$ cat config.mk
export PLATFORM = sky130hd
export DESIGN_NAME = alu_rr_arbiter
export DESIGN_NICKNAME = d
export VERILOG_FILES = /design/src/rtl/alu_rr_arbiter.sv
export SDC_FILE = /design/constraint.sdc
export NUM_CORES = 1
export LEC_CHECK = 0
export CORE_AREA = 4 4 318 320
export DETAILED_ROUTE_END_ITERATION = 7
export DIE_AREA = 0 0 322 324
export PLACE_DENSITY = 0.49
export SETUP_SLACK_MARGIN = 0.3
export SLEW_MARGIN = 20
export SYNTH_ARGS = -nofsm -noshare
export SYNTH_HDL_FRONTEND = slang
export SYNTH_SLANG_ARGS = --single-unit
$ cat constraint.sdc
create_clock -name clk -period 8.7 [get_ports clk]
set_input_delay 1.74 -clock clk [delete_from_list [all_inputs] [get_ports clk]]
set_output_delay 1.74 -clock clk [all_outputs]
set_load 0.05 [all_outputs]
$ cat src/rtl/alu_rr_arbiter.sv
// alu_rr_arbiter: round-robin front end that shares one external ALU among
// NREQ requesters, one operation in flight, results tagged with requester id.
module alu_rr_arbiter #(
    parameter int WIDTH   = 64,
    parameter int NREQ    = 4,
    parameter int IDW     = 2,
    parameter int OPW     = 3,
    parameter int ALU_LAT = 1,
    parameter int CNTW    = 16
) (
    input  logic                  clk,
    input  logic                  rst,
    input  logic [NREQ-1:0]       req_valid,
    output logic [NREQ-1:0]       req_ready,
    input  logic [NREQ*OPW-1:0]   req_op,
    input  logic [NREQ*WIDTH-1:0] req_a,
    input  logic [NREQ*WIDTH-1:0] req_b,
    output logic [OPW-1:0]        alu_op,
    output logic [WIDTH-1:0]      alu_a,
    output logic [WIDTH-1:0]      alu_b,
    input  logic [WIDTH-1:0]      alu_y,
    output logic                  resp_valid,
    input  logic                  resp_ready,
    output logic [IDW-1:0]        resp_id,
    output logic [WIDTH-1:0]      resp_y,
    output logic                  busy,
    output logic [CNTW-1:0]       ops_done
);

    localparam int              LATW     = $clog2(ALU_LAT + 1);
    localparam logic [LATW-1:0] LAT_LOAD = LATW'(ALU_LAT);
    localparam logic [LATW-1:0] LAT_LAST = LATW'(1);
    localparam logic [IDW-1:0]  LAST_ID  = IDW'(NREQ - 1);
    localparam logic [IDW:0]    NREQ_W   = (IDW + 1)'(NREQ);
    localparam logic [CNTW-1:0] CNT_MAX  = '1;

    typedef enum logic [1:0] {
        IDLE,
        EXEC,
        RESP
    } state_t;

    state_t          state;
    state_t          state_d;
    logic [IDW-1:0]  ptr;
    logic [LATW-1:0] wait_cnt;

    logic            gnt_any;
    logic [IDW-1:0]  gnt_id;
    logic [IDW:0]    idx_w;
    logic            do_grant;
    logic            do_sample;
    logic            do_hs;

    // Search ptr, ptr+1, ... wrapping at NREQ (works for non-power-of-2).
    always_comb begin
        gnt_any = 1'b0;
        gnt_id  = '0;
        idx_w   = '0;
        for (int k = 0; k < NREQ; k++) begin
            idx_w = {1'b0, ptr} + (IDW + 1)'(k);
            if (idx_w >= NREQ_W) begin
                idx_w = idx_w - NREQ_W;
            end
            if (!gnt_any && req_valid[idx_w[IDW-1:0]]) begin
                gnt_any = 1'b1;
                gnt_id  = idx_w[IDW-1:0];
            end
        end
    end

    always_comb begin
        state_d   = state;
        do_grant  = 1'b0;
        do_sample = 1'b0;
        do_hs     = 1'b0;
        unique case (state)
            IDLE: begin
                if (gnt_any) begin
                    do_grant = 1'b1;
                    state_d  = EXEC;
                end
            end
            EXEC: begin
                if (wait_cnt == LAT_LAST) begin
                    do_sample = 1'b1;
                    state_d   = RESP;
                end
            end
            RESP: begin
                if (resp_ready) begin
                    do_hs   = 1'b1;
                    state_d = IDLE;
                end
            end
            default: begin
                state_d = IDLE;
            end
        endcase
    end

    // Grant is combinational; suppressed while reset is held.
    always_comb begin
        req_ready = '0;
        if (state == IDLE && !rst && gnt_any) begin
            req_ready[gnt_id] = 1'b1;
        end
    end

    assign busy = (state != IDLE);

    always_ff @(posedge clk or posedge rst) begin
        if (rst) begin
            state <= IDLE;
        end else begin
            state <= state_d;
        end
    end

    always_ff @(posedge clk or posedge rst) begin
        if (rst) begin
            ptr      <= '0;
            wait_cnt <= '0;
        end else begin
            if (do_grant) begin
                wait_cnt <= LAT_LOAD;
            end else if (state == EXEC) begin
                wait_cnt <= wait_cnt - LAT_LAST;
            end
            if (do_hs) begin
                ptr <= (resp_id == LAST_ID) ? '0 : resp_id + 1'b1;
            end
        end
    end

    always_ff @(posedge clk or posedge rst) begin
        if (rst) begin
            alu_op     <= '0;
            alu_a      <= '0;
            alu_b      <= '0;
            resp_valid <= 1'b0;
            resp_id    <= '0;
            resp_y     <= '0;
            ops_done   <= '0;
        end else begin
            if (do_grant) begin
                alu_op  <= req_op[gnt_id*OPW +: OPW];
                alu_a   <= req_a[gnt_id*WIDTH +: WIDTH];
                alu_b   <= req_b[gnt_id*WIDTH +: WIDTH];
                resp_id <= gnt_id;
            end
            if (do_sample) begin
                resp_y     <= alu_y;
                resp_valid <= 1'b1;
            end
            if (do_hs) begin
                resp_valid <= 1'b0;
                if (ops_done != CNT_MAX) begin
                    ops_done <= ops_done + 1'b1;
                end
            end
        end
    end

endmodule

==> impl_metrics.env, run 1 <==
export IMPL_htreeDepth=1
export IMPL_rsz0062_at_grt="no"
export IMPL_skew_ns=0.0239
export IMPL_nNetsFinal=2351
export IMPL_dp_hpwl_um=50100
export IMPL_hold_viol=0
export IMPL_die_height_um=324
export IMPL_min_to="alu_a[9]"
export IMPL_crit_required_ns=6.96
export IMPL_num_rows=115
export IMPL_cts_buffers=30
export IMPL_layout_drive_gt1_share=0.150
export IMPL_whs_path_depth=2
export IMPL_syn_avg_cell_area_um2=12.8
export IMPL_layout_common_cells="813 x clkdlybuf4s50_1, 263 x mux2i_1, 219 x dfrtp_1, 144 x nand2_1, 130 x o221ai_2"
export IMPL_cp_slowest_cell="clkdlybuf4s50_1"
export IMPL_fin_setup_tns_ns=0
export IMPL_yosysSeqAreaShare=0.437
export IMPL_cp_arrival_ns=4.41
export IMPL_finalSetupViolCount=0
export IMPL_post_route_util=0.232
export IMPL_path_cells="clkdlybuf4s50_1, a21oi_1, o21ai_1, o2bb2a_4, and4_1, clkdlybuf4s50_1"
export IMPL_cp_end_kind="primary output"
export IMPL_slew_headroom=0.210
export IMPL_drt_iter0_drc=343
export IMPL_drv_cap=0
export IMPL_dieArea_um2=104000
export IMPL_io_buffers=813
export IMPL_fmax_mhz=163
export IMPL_firstDrtPassIters=4
export IMPL_timing_rr_start="ptr[1]"
export IMPL_wl_um=63000
export IMPL_status="complete, no violations"
export IMPL_rr_endpoint="alu_a[27]"
export IMPL_root_buffer="clkbuf_16"
export IMPL_yosysUniqueCellTypes=40
export IMPL_start_util=0.128
export IMPL_peakVddDrop_mv=0.287
export IMPL_clkSinkCount=219
export IMPL_grt_overflow_total=0
export IMPL_cts_hold_buf=0
export IMPL_cts_buffer_depth=3
export IMPL_layout_commonest_cell="clkdlybuf4s50_1"
export IMPL_coreArea_um2=98100
export IMPL_critPathMaxStageDelay_ns=0.84
export IMPL_period_needed_ns=6.15
export IMPL_min_path_type="flop to flop"
export IMPL_die_w_um=322
export IMPL_r2r_cells=6
export IMPL_grt_use_total=0.112
export IMPL_ant_nets=0
export IMPL_dr_total_vias=11400
export IMPL_yosysWarnings=0
export IMPL_synth_async_sr_flop_share=1.00
export IMPL_clk_pin_slew_ns=0.06
export IMPL_setup_slack_ns=2.55
export IMPL_synth_edf_count=0
export IMPL_clkLatencyLatePin_ns=0.61
export IMPL_post_cts_buffers=0
export IMPL_pre_cts_ws_ns=2.50
export IMPL_synthCells=978
export IMPL_fin_crit_sh=0.707
export IMPL_cts_resized=0
export IMPL_place_congestion=0.858
export IMPL_syn_nets=1575
export IMPL_critPathLaunchType="input port"
export IMPL_cts_tree="built"
export IMPL_grt_pass1_vias=12900
export IMPL_num_io_pins=814
export IMPL_drc=0
export IMPL_crit_type="input port to primary output"
export IMPL_drv_slew=0
export IMPL_grt_max_degree=117
export IMPL_synth_flop_cell="dfrtp_1"
export IMPL_cpMostUsedCell="clkdlybuf4s50_1"
export IMPL_drt_vias_per_instance=3.73
export IMPL_area_growth_pct=82.0
export IMPL_grt_pass1_wl_um=87900
export IMPL_holdCritStartpoint="alu_a[9]"
export IMPL_tightest_slew_ns=1.18
export IMPL_ys_ff_latch=219
export IMPL_path_max_fanout=41
export IMPL_reg2reg_slack_ns=5.42
export IMPL_fillers=10500
export IMPL_p_per_area_nw_per_um2=366
export IMPL_syn_area_um2=12500
export IMPL_leakage_nw=8.82
export IMPL_antenna_found_initial=11
export IMPL_whs_ns=0.484
export IMPL_wire_per_inst_um=20.5
==> report_power, final <==
| group | leakage (nW) | total [mW] | switching [mW] | internal [mW] |
|---|---|---|---|---|
| Combinational | 5.64 | 5.26 | 3.29 | 1.96 |
| Sequential | 2.67 | 1.82 | 0.305 | 1.52 |
| Clock | 0.508 | 1.27 | 0.518 | 0.752 |
| Total | 8.82 | 8.35 | 4.12 | 4.23 |
==> registers in the layout, summed over array words and instances, names as in the netlist, 2 cells and up <==
| name | flops |
|---|---|
| ptr | 2 |
| ops_done | 16 |
| state | 2 |
| alu_b | 64 |
| alu_op | 3 |
| resp_id | 2 |
| alu_a | 64 |
| resp_y | 64 |
==> Yosys cell counts, types with 4 or more instances <==
cell type  number  area, um2
buf_1           4       15.0
nor2_1          9       33.8
buf_12          6        120
nand4_1         6       37.5
mux2i_1       263       2630
nand3_1         6       30.0
buf_4          22        165
inv_1           4       15.0
buf_2          18       90.1
clkbuf_1        8       30.0
o221ai_2      130       1950
mux2_2         66        743
dfrtp_1       219       5480
clkbuf_4        5       37.5
xnor2_1        11       96.3
buf_6          13        146
buf_8           4       60.1
nand2_1       145        544
xor2_1          4       35.0
==> worst max-delay path, delay by kind of cell <==
family	cells	cell delay [ns]
and+or+nand+nor	1	0.34
buffers and inverters	2	1.32
AOI/OAI and AO/OA	3	1.01
==> stage by stage <==
stage | std cells | cell area, um2 | power (mW)
floorplan | 978 | 12500 | 5.39
global placement | 3009 | 21800 | 7.10
detailed placement | 3009 | 21800 | 7.16
CTS | 3065 | 22800 | 8.50
global route | 3066 | 22800 | 8.79
finish | 3067 | 22800 | 8.35
==> area by class of cell <==
cell class,count,area (um2),area share
repair buffers,824,8270,0.363
well taps,1287,1610,0.0706
clock inverters,15,156,0.00686
flip-flops and latches,219,5480,0.240
multi-input cells,675,6400,0.281
inverters,4,18.8,0.000823
diodes,2,5.00,0.000219
clock buffers,41,862,0.0378
==> cells by family (layout without fill, tap and decap cells) <==
kind of cell             after synthesis  count (layout)  synth area share
other                                  0               2                 0
adder cells (fa/ha/maj)                2               2           0.00200
XOR/XNOR                              15              15            0.0105
AND/OR/NAND/NOR                      187             187            0.0641
multiplexers                         329             329             0.269
flip-flops                           219             219             0.437
buffers and inverters                 84             884            0.0542
AO/OA/AOI/OAI                        142             142             0.162
==> how the worst max path moves through the flow <==
stage / slack, ns / end / from / cells after the start
2_1_floorplan: 1.25 / req_ready[2] / rst / 2
3_3_place_gp: 2.50 / req_ready[3] / req_valid[0] / 6
3_5_place_dp: 2.50 / req_ready[3] / req_valid[0] / 6
4_1_cts: 2.50 / req_ready[3] / req_valid[0] / 6
5_1_grt: 2.43 / req_ready[3] / req_valid[0] / 6
6_report: 2.55 / req_ready[3] / req_valid[0] / 6
==> layer usage <==
metal	vias to the layer above	wire length [um]	global-route usage
li1	5258	-	-
met1	5577	23000	0.120
met2	534	32400	0.209
met3	64	6400	0.0455
met4	4	1260	0.0220
met5	-	33	0
Power figures use the tool's default switching activity.
==> run 2, diff against run 1 <==
--- a/config.mk
+++ b/config.mk
@@ -5,10 +5,10 @@
 export SDC_FILE = /design/constraint.sdc
 export NUM_CORES = 1
 export LEC_CHECK = 0
-export CORE_AREA = 4 4 318 320
+export CORE_AREA = 4 4 319 321
 export DETAILED_ROUTE_END_ITERATION = 7
-export DIE_AREA = 0 0 322 324
-export PLACE_DENSITY = 0.49
+export DIE_AREA = 0 0 323 325
+export PLACE_DENSITY = 0.48
 export SETUP_SLACK_MARGIN = 0.3
 export SLEW_MARGIN = 20
 export SYNTH_ARGS = -nofsm -noshare
==> constraint.sdc (replaced) <==
create_clock -name clk -period 6.05 [get_ports clk]
set_input_delay 1.21 -clock clk [delete_from_list [all_inputs] [get_ports clk]]
set_output_delay 1.21 -clock clk [all_outputs]
set_load 0.05 [all_outputs]
==> run 2 against run 1 <==
Compared with the run above: register-to-register slack got worse by 2.7 ns; combinational power increased by 44%; final cell count increased by 0.78%; critical path depth unchanged.
==> impl_metrics.env, run 2 (same netlist as run 1, synthesis figures left out) <==
export IMPL_drt_iter0_drc=311
export IMPL_period_needed_ns=4.85
export IMPL_cp_arrival_ns=3.64
export IMPL_start_util=0.126
export IMPL_clkLatencyLatePin_ns=0.60
export IMPL_layout_common_cells="813 x clkdlybuf4s50_1, 263 x mux2i_1, 219 x dfrtp_1, 144 x nand2_1, 130 x o221ai_2"
export IMPL_r2r_cells=8
export IMPL_cts_buffer_depth=3
export IMPL_slew_headroom=0.183
export IMPL_fin_setup_tns_ns=0
export IMPL_coreArea_um2=99300
export IMPL_post_cts_buffers=0
export IMPL_whs_ns=0.487
export IMPL_finalSetupViolCount=0
export IMPL_path_max_fanout=3
export IMPL_critPathLaunchType="input port"
export IMPL_grt_pass1_vias=12800
export IMPL_wire_per_inst_um=20.8
export IMPL_pre_cts_ws_ns=1.22
export IMPL_crit_required_ns=4.84
export IMPL_placedCellCount=3027
export IMPL_cp_end_kind="primary output"
export IMPL_dp_hpwl_um=51700
export IMPL_hold_viol=0
export IMPL_setup_slack_ns=1.20
export IMPL_cts_resized=0
export IMPL_post_route_util=0.231
export IMPL_fmax_mhz=206
export IMPL_die_height_um=325
export IMPL_grt_overflow_total=0
export IMPL_die_w_um=323
export IMPL_crit_type="input port to primary output"
export IMPL_min_path_type="flop to flop"
export IMPL_skew_ns=0.0198
export IMPL_num_rows=116
export IMPL_antenna_found_initial=16
export IMPL_drv_cap=0
export IMPL_status="complete, no violations"
export IMPL_dr_total_vias=11500
export IMPL_grt_pass1_wl_um=90500
export IMPL_layout_commonest_cell="clkdlybuf4s50_1"
export IMPL_num_io_pins=814
export IMPL_place_congestion=0.821
export IMPL_ant_nets=0
export IMPL_rsz0062_at_grt="no"
export IMPL_placed_cell_area_um2=21900
export IMPL_root_buffer="clkbuf_16"
export IMPL_cts_tree="built"
export IMPL_htreeDepth=1
export IMPL_reg_largest_list="alu_a (64), alu_b (64), resp_y (64)"
export IMPL_leakage_nw=8.84
export IMPL_grt_use_total=0.116
export IMPL_cts_hold_buf=0
export IMPL_peakVddDrop_mv=0.495
export IMPL_dieArea_um2=105000
export IMPL_nNetsFinal=2357
export IMPL_whs_path_depth=2
export IMPL_drv_slew=0
export IMPL_fin_crit_sh=0.802
export IMPL_layout_drive_gt1_share=0.148
export IMPL_wl_um=64300
export IMPL_io_buffers=813
export IMPL_clk_pin_slew_ns=0.06
export IMPL_total_power_mw=12.0
export IMPL_p_per_area_nw_per_um2=526
export IMPL_firstDrtPassIters=6
export IMPL_reg2reg_slack_ns=2.72
export IMPL_grt_max_degree=111
export IMPL_drt_vias_per_instance=3.72
export IMPL_final_area_um2=22900
export IMPL_drc=0
export IMPL_tightest_slew_ns=1.23
export IMPL_clkSinkCount=219
export IMPL_area_growth_pct=82.7
export IMPL_cts_buffers=29
export IMPL_stdcell_count=3091
-- run 2: final timing paths --
kind / startpoint / endpoint
hold reg to reg: resp_valid / resp_valid
max in group asynchronous: rst / alu_b[55]
setup reg to reg: ptr[1] / alu_a[61]
hold / removal: resp_valid / resp_valid
setup / recovery: req_valid[3] / req_ready[1]
min in group asynchronous: rst / resp_y[37]
-- run 2: worst max-delay path, stage by stage --
cell and delay [ns]:
clkdlybuf4s50_1 0.54, inv_1 0.10, and3_1 0.20, or3_1 0.46
nor4_1 0.28, clkdlybuf4s50_1 0.85
-- run 2: area by class of cell --
cell class / count / area (um2)
antenna: 11 / 27.5
tap: 1298 / 1620
clock inverter: 7 / 125
sequential: 219 / 5480
multi-input combinational: 675 / 6400
clock buffer: 46 / 860
timing repair buffer: 831 / 8350
inverter: 4 / 18.8
fill: 10600 / 76400
-- run 2: routing by layer --
layer	vias to the layer above	share of wire	GRT usage
met5	-	0.00064	0
met1	5584	0.38	0.130
met2	533	0.50	0.207
met3	72	0.097	0.0417
met4	6	0.024	0.0299
li1	5291	-	-
-- run 2: report_power, final --
| group | leakage [nW] | internal [mW] | total (mW) | switching, mW |
|---|---|---|---|---|
| logic | 5.68 | 2.86 | 7.59 | 4.73 |
| clock network | 0.483 | 1.10 | 1.83 | 0.730 |
| registers | 2.67 | 2.18 | 2.63 | 0.446 |
| total | 8.84 | 6.14 | 12.0 | 5.90 |
